[src/rtl/bpsk_correlator.sv]
// BPSK/DBPSK correlator: multiplies samples by an external reference, integrates
// over SPS samples with symmetric saturation and hands out one decided bit per symbol.
module bpsk_correlator #(
    parameter int DATA_WIDTH  = 8,
    parameter int SPS         = 16,
    parameter int ACC_WIDTH   = 24,
    parameter int PHASE_WIDTH = $clog2(SPS)
) (
    input  logic                   clock,
    input  logic                   reset_n,
    input  logic [DATA_WIDTH-1:0]  sample,
    input  logic                   sample_valid,
    output logic                   sample_ready,
    output logic [PHASE_WIDTH-1:0] ref_phase,
    input  logic [DATA_WIDTH-1:0]  ref_amp,
    input  logic                   symbol_start,
    input  logic                   diff_mode,
    output logic                   bit_valid,
    input  logic                   bit_ready,
    output logic                   bit_out,
    output logic [ACC_WIDTH-1:0]   bit_metric,
    output logic                   overflow
);

    localparam logic [PHASE_WIDTH-1:0] LAST_PHASE  = PHASE_WIDTH'(SPS - 1);
    localparam logic [PHASE_WIDTH-1:0] START_PHASE = PHASE_WIDTH'(1);
    localparam logic signed [ACC_WIDTH:0] MAX_W = $signed({2'b00, {(ACC_WIDTH-1){1'b1}}});
    localparam logic signed [ACC_WIDTH:0] MIN_W = -MAX_W;

    logic [PHASE_WIDTH-1:0] phase_q, phase_d;
    logic [ACC_WIDTH-1:0]   acc_q, acc_d;
    logic                   prev_d_q, prev_d_d;
    logic                   bit_valid_q, bit_valid_d;
    logic                   bit_out_q, bit_out_d;
    logic [ACC_WIDTH-1:0]   bit_metric_q, bit_metric_d;
    logic                   overflow_q, overflow_d;

    logic signed [2*DATA_WIDTH-1:0] product;
    logic signed [ACC_WIDTH-1:0]    prod_ext;
    logic signed [ACC_WIDTH-1:0]    acc_base;
    logic signed [ACC_WIDTH:0]      wide_sum;
    logic signed [ACC_WIDTH-1:0]    sat_sum;
    logic                           sat_hit;
    logic                           at_last;
    logic                           accept;
    logic                           complete;
    logic                           decision;

    assign at_last      = (phase_q == LAST_PHASE);
    assign sample_ready = !(at_last && bit_valid_q && !bit_ready);
    assign accept       = sample_valid && sample_ready;
    assign complete     = accept && at_last && !symbol_start;

    // Realign restarts the integration from the current product alone.
    always_comb begin
        product  = $signed(sample) * $signed(ref_amp);
        prod_ext = ACC_WIDTH'(product);
        acc_base = symbol_start ? '0 : $signed(acc_q);
        wide_sum = $signed({acc_base[ACC_WIDTH-1], acc_base}) +
                   $signed({prod_ext[ACC_WIDTH-1], prod_ext});
        sat_hit  = 1'b0;
        if (wide_sum > MAX_W) begin
            sat_sum = MAX_W[ACC_WIDTH-1:0];
            sat_hit = 1'b1;
        end else if (wide_sum < MIN_W) begin
            sat_sum = MIN_W[ACC_WIDTH-1:0];
            sat_hit = 1'b1;
        end else begin
            sat_sum = wide_sum[ACC_WIDTH-1:0];
        end
        decision = sat_sum[ACC_WIDTH-1];
    end

    always_comb begin
        phase_d      = phase_q;
        acc_d        = acc_q;
        prev_d_d     = prev_d_q;
        bit_valid_d  = bit_valid_q;
        bit_out_d    = bit_out_q;
        bit_metric_d = bit_metric_q;
        overflow_d   = overflow_q;

        if (accept) begin
            overflow_d = overflow_q | sat_hit;
            if (symbol_start) begin
                acc_d   = sat_sum;
                phase_d = START_PHASE;
            end else if (at_last) begin
                acc_d   = '0;
                phase_d = '0;
            end else begin
                acc_d   = sat_sum;
                phase_d = phase_q + PHASE_WIDTH'(1);
            end
        end

        // A new result may replace the old one in the same cycle it is taken.
        if (complete) begin
            bit_valid_d  = 1'b1;
            bit_out_d    = diff_mode ? (decision ^ prev_d_q) : decision;
            bit_metric_d = decision ? -sat_sum : sat_sum;
            prev_d_d     = decision;
        end else if (bit_valid_q && bit_ready) begin
            bit_valid_d = 1'b0;
        end
    end

    always_ff @(posedge clock) begin
        if (!reset_n) begin
            phase_q      <= '0;
            acc_q        <= '0;
            prev_d_q     <= 1'b0;
            bit_valid_q  <= 1'b0;
            bit_out_q    <= 1'b0;
            bit_metric_q <= '0;
            overflow_q   <= 1'b0;
        end else begin
            phase_q      <= phase_d;
            acc_q        <= acc_d;
            prev_d_q     <= prev_d_d;
            bit_valid_q  <= bit_valid_d;
            bit_out_q    <= bit_out_d;
            bit_metric_q <= bit_metric_d;
            overflow_q   <= overflow_d;
        end
    end

    assign ref_phase  = phase_q;
    assign bit_valid  = bit_valid_q;
    assign bit_out    = bit_out_q;
    assign bit_metric = bit_metric_q;
    assign overflow   = overflow_q;

endmodule

[config.mk]
export PLATFORM = sky130hd
export DESIGN_NAME = bpsk_correlator
export DESIGN_NICKNAME = d
export VERILOG_FILES = /design/src/rtl/bpsk_correlator.sv
export SDC_FILE = /design/constraint.sdc
export NUM_CORES = 1
export LEC_CHECK = 0
export BUFFER_PORTS_ARGS = -buffer_cell sky130_fd_sc_hd__buf_2
export CORE_UTILIZATION = 55
export CTS_BUF_LIST = sky130_fd_sc_hd__clkbuf_2 sky130_fd_sc_hd__clkbuf_4 sky130_fd_sc_hd__clkbuf_8
export DETAILED_ROUTE_END_ITERATION = 8
export MAX_ROUTING_LAYER = met4
export PLACE_DENSITY = 0.77
export SLEW_MARGIN = 10
export SYNTH_ARGS = -nofsm -noshare
export SYNTH_HDL_FRONTEND = slang
export SYNTH_SLANG_ARGS = --single-unit
[constraint.sdc]
create_clock -name clock -period 9.55 [get_ports clock]
set_input_delay 0.4775 -clock clock [delete_from_list [all_inputs] [get_ports clock]]
set_output_delay 0.4775 -clock clock [all_outputs]
set_load 0.01 [all_outputs]
; Word-level counts from Yosys, hierarchy flattened
; Index checks and enable logic that the tools add are counted.
[word_totals]
ram_bits = 0
in_bits = 22
latch_bits = 0
word_cells = 39
out_inout_bits = 32
register_bits = 56
rom_bits = 0
mem_count = 0
[classes]
bitwise = 2
n_shift = 0
reduce_logical = 10
n_eq_ne = 1
addsub = 3
mux = 13
mul = 1
n_div = 0
n_lt_le_gt_ge = 2
[ops]
columns = op, n
row1 = $mux W24, 6
row2 = $add A24 B16 Y25, 1
row3 = $gt A25 B24 Y1 const B, 1
row4 = $lt A25 B24 Y1 const B, 1
row5 = $neg A24 Y24, 1
row6 = $mul A8 B8 Y16, 1
row7 = $mux W4, 2
row8 = $logic_and A1 B1 Y1, 6
row9 = $mux W1, 5
row10 = $add A4 B1 Y4 const B, 1
row11 = $eq A4 B4 Y1 const B, 1
row12 = $logic_not A1 Y1, 3
row13 = $reduce_bool A2 Y1, 1
row14 = $or A1 B1 Y1, 1
row15 = $xor A1 B1 Y1, 1

; Depth between registers and ports, before layout
[depth]
depth_word = 8
depth_mapped = 32

; Worst setup path after synthesis
; Ideal clock, no wire load.
[synth_timing]
kind = input-to-reg
startpoint = input sample[7]
endpoint = register bit_metric_q[14] (netlist: bit_metric[14])
cell_stages = 27
path_buffers = 6
setup_slack_ps = 1533
t_arrival_ps = 7900
cell_sequence = and2_1 -> inv_1 -> fa_1 -> inv_1 -> fa_1 -> fa_1 -> fa_1 -> fa_1 -> ha_1 -> clkbuf_1 -> o211a_1 -> o31ai_4 -> a211oi_2 -> o21ai_2 -> xnor2_1 -> or4_1 -> buf_2 -> o41a_1 -> buf_6 -> buf_2 -> o22ai_1 -> ha_1 -> clkbuf_1 -> o21ai_0 -> clkbuf_1 -> o31a_1 -> a32o_1
[synth_via]
elab_chain_cells = 7
[synth_lines]
columns = element, line
row1 = from (decl), 11  ; input logic [DATA_WIDTH-1:0] sample,
row2 = $mul A8 B8 Y16 (*), 56  ; product = $signed(sample) * $signed(ref_amp);
row3 = $add A24 B16 Y25 (*), 59  ; wide_sum = $signed({acc_base[ACC_WIDTH-1], acc_base}) +
row4 = $lt A25 B24 Y1, 65  ; end else if (wide_sum < MIN_W) begin
row5 = $mux W24, 65
row6 = $mux W24 (*), 62  ; if (wide_sum > MAX_W) begin
row7 = $neg A24 Y24, 101  ; bit_metric_d = decision ? -sat_sum : sat_sum;
row8 = $mux W24 (*), 101
row9 = to (signal assigned), 123  ; bit_metric_q <= bit_metric_d;
row10 = to (decl), 35  ; logic [ACC_WIDTH-1:0] bit_metric_q, bit_metric_d;
; Every way passes the cells marked *; elsewhere a longest branch is shown, timed or not.
; A chain may end at the register's enable or synchronous reset.

; Worst setup path after layout
[layout_timing]
startpoint = input ref_amp[0]
endpoint = register bit_metric_q[18] (netlist: bit_metric[18])
[layout_via]
elab_chain_cells = 7
[layout_lines]
columns = element, line
row1 = from (decl), 15  ; input logic [DATA_WIDTH-1:0] ref_amp,
row2 = $mul A8 B8 Y16 (*), 56
row3 = $add A24 B16 Y25 (*), 59
row4 = $lt A25 B24 Y1, 65
row5 = $mux W24, 65
row6 = $mux W24 (*), 62
row7 = $neg A24 Y24, 101
row8 = $mux W24 (*), 101
; Marked as above.

==> run summary <==
Hold-fix buffers, CTS - 0
initial DRC count - 529
RSZ-0062 raised after global routing - false
Via Count - 6,771
Crit-path slowest cell - o311ai_0
Pins Over Slew Limit - 0
Placer Congestion - 0.964
clock sink count - 56
CP Cell Sequence - buf_2, and2_1, inv_1, fa_1, inv_1, fa_1, fa_1, fa_1, fa_1, ha_1, nand3_1, and2_1, a21oi_1, o311ai_0, o21a_1, o211ai_1, o41a_1, o22ai_1, ha_1, o21ai_1, o41ai_1, xor2_1, o21ai_0
Max clock buf depth - 2
CP endpoint kind - register
Post-synth top cells - fa_1, nand2_1, inv_1, ha_1, dfxtp_1
width of the die - 122 um
clock latency at the later pin of the worst-skew pair - 0.32 ns
FF+latch count, synth - 56
initial antenna violation count - 0
antenna viol nets, final - 0
ys async rst share - 0%
Mapped Cells - 904
Die Area - 14,800 um^2
WP buf/inv - 3
Ys Warns - 0
I/O pin total - 54
DR WL/cell - 18.1 um
Setup-failing EPs final - 0
Startpoint Class - primary input
Hold Path Class - register to register
HPWL after DPL - 16.1 mm
largest area contributor in the netlist - fa_1
row count - 43
routed wire length - 20.1 mm
core area - 13,900 um^2
top-count cell post-synth - fa_1
Period minus WS final - 8.56 ns
top-area cell type share of the netlist area - 27.4%
data required time of the worst path - 9.76 ns
n_diodes - 0
DR vias/cell - 6.09
NumNets Final - 1,118
Setup TNS Final - 0 ns
Tcrit/Tclk final - 89.6%
vias in the first global route - 6,608
synth-to-layout area growth - 5.98%
Worst-path clk slew - 0.10 ns
critical path type - primary input to register
status - finished, final reports clean
first-pass iteration count of the detailed router - 5
worst-margin pin slew - 1.20 ns
cell mode on critical path - fa_1
ys flop type - dfxtp_1
Slew HR - 19.0%
largest net degree at the start of global routing - 47
Max Cap Violations - 0
main area contributors after synthesis - fa_1, dfxtp_1, ha_1, nand2_1, inv_1
Syn Area/Cell - 8.73 um^2
critical path arrival - 8.76 ns
sequential share of the synthesized area - 14.2%
port bufs - 53
share of cells above drive strength 1 - 9.45%
clk_skew - 0.00608 ns
Post-CTS Setup Repair Bufs - 0
Final Hold Viols - 0
fmax - 117 MHz
Mapped Nets - 1,092
cell family contributing the most delay on the critical path - compound AO/OA/AOI/OAI gates
worst-path fanout max - 18
clock root cell - clkbuf_8
CTS tree - built
CTS buffer count - 5
CP max stage delay - 1.03 ns
total gr overflow - 0
first-pass GRT wire length - 33.9 mm
post-cts sizing count - 0
GRT Total Usage - 29.8%
Mapped Area - 7890 um^2
library cells used by synthesis - 73
H-tree levels - 2
Initial Util - 56.6%
DRC violations left - 0
Post-synth EDFFs - 0
Die Y-Extent - 122 um
routing by layer:
layer / part of all wire, % / up-vias / GRT usage [%]
li1: - / 3202 / -
met1: 46 / 3263 / 41.6
met2: 46 / 275 / 45.7
met3: 6.6 / 31 / 4.21
met4: 2.0 / 0 / 7.02
met5: 0 / - / -
layout by cell type, fill, tap and decap left out, types with 5 or more instances in the layout:
master and count:
fa_1 108, nand2_1 86, inv_1 84, ha_1 58, dfxtp_1 56, o21ai_0 54
buf_2 53, and2_1 43, a21oi_1 42, nor2_1 40, nor2b_1 34, a21boi_0 21
nor3_1 20, nand3_1 18, o211ai_1 15, xnor2_1 11, nand2b_1 10, o31ai_1 10
buf_4 10, a21o_1 9, or3_1 9, a22oi_1 9, o21a_1 8, xor2_1 7
a31oi_1 7, o221ai_1 7, and3_1 6, a211oi_1 6, nor4_1 6, clkbuf_8 6
o22ai_1 5
worst paths after layout:
check,start,end,slack [ns],cells after the start
hold / removal,bit_metric[19],bit_metric[19],0.47,2
setup reg to reg,acc_q[6],bit_metric[18],1.64,23
setup / recovery,ref_amp[0],bit_metric[18],0.99,23
hold reg to reg,bit_metric[19],bit_metric[19],0.47,2
state kept, by name, summed over array words and instances (netlist names):
signal / cells
acc_q: 24
bit_metric: 24
ref_phase: 4
bit_out: 1
bit_valid: 1
overflow: 1
prev_d_q: 1
area by class of cell:
| cell class | instances | area (um^2) |
|---|---|---|
| multi-input cells | 719 | 6260 |
| clock buffers | 6 | 82.6 |
| fillers | 1274 | 5570 |
| well taps | 180 | 225 |
| flip-flops and latches | 56 | 1120 |
| clock inverters | 2 | 15.0 |
| repair buffers | 63 | 340 |
| inverters | 85 | 319 |
cell families after synthesis:
logic type      Yosys count  synth area share [%]
xor+xnor                 18                  2.00
simple gates            292                  19.1
flops                    56                  14.2
buf+inv                 129                  6.55
fa+ha+maj               167                  36.7
compound gates          241                  21.3
mux                       1                 0.143
tightest hold or removal path, cell delays in order, from the launching register on:
cell and delay, ns:
dfxtp_1 0.34, nand2_1 0.05, o31ai_1 0.05
stage by stage:
stage	setup slack, ns	util [%]	area, um^2	cells	hold WS (ns)
2_1_floorplan	1.53	-	7890	904	0.436
3_3_place_gp	0.775	59.3	8260	1103	0.443
3_5_place_dp	0.647	59.3	8260	1103	0.438
4_1_cts	0.960	60.0	8360	1111	0.469
5_1_grt	0.509	60.0	8360	1111	0.486
6_report	0.994	60.0	8360	1111	0.466
Power is left out: the tool's default activity adds up to more than one toggle a clock period on the data nets, which glitch-free logic cannot reach.
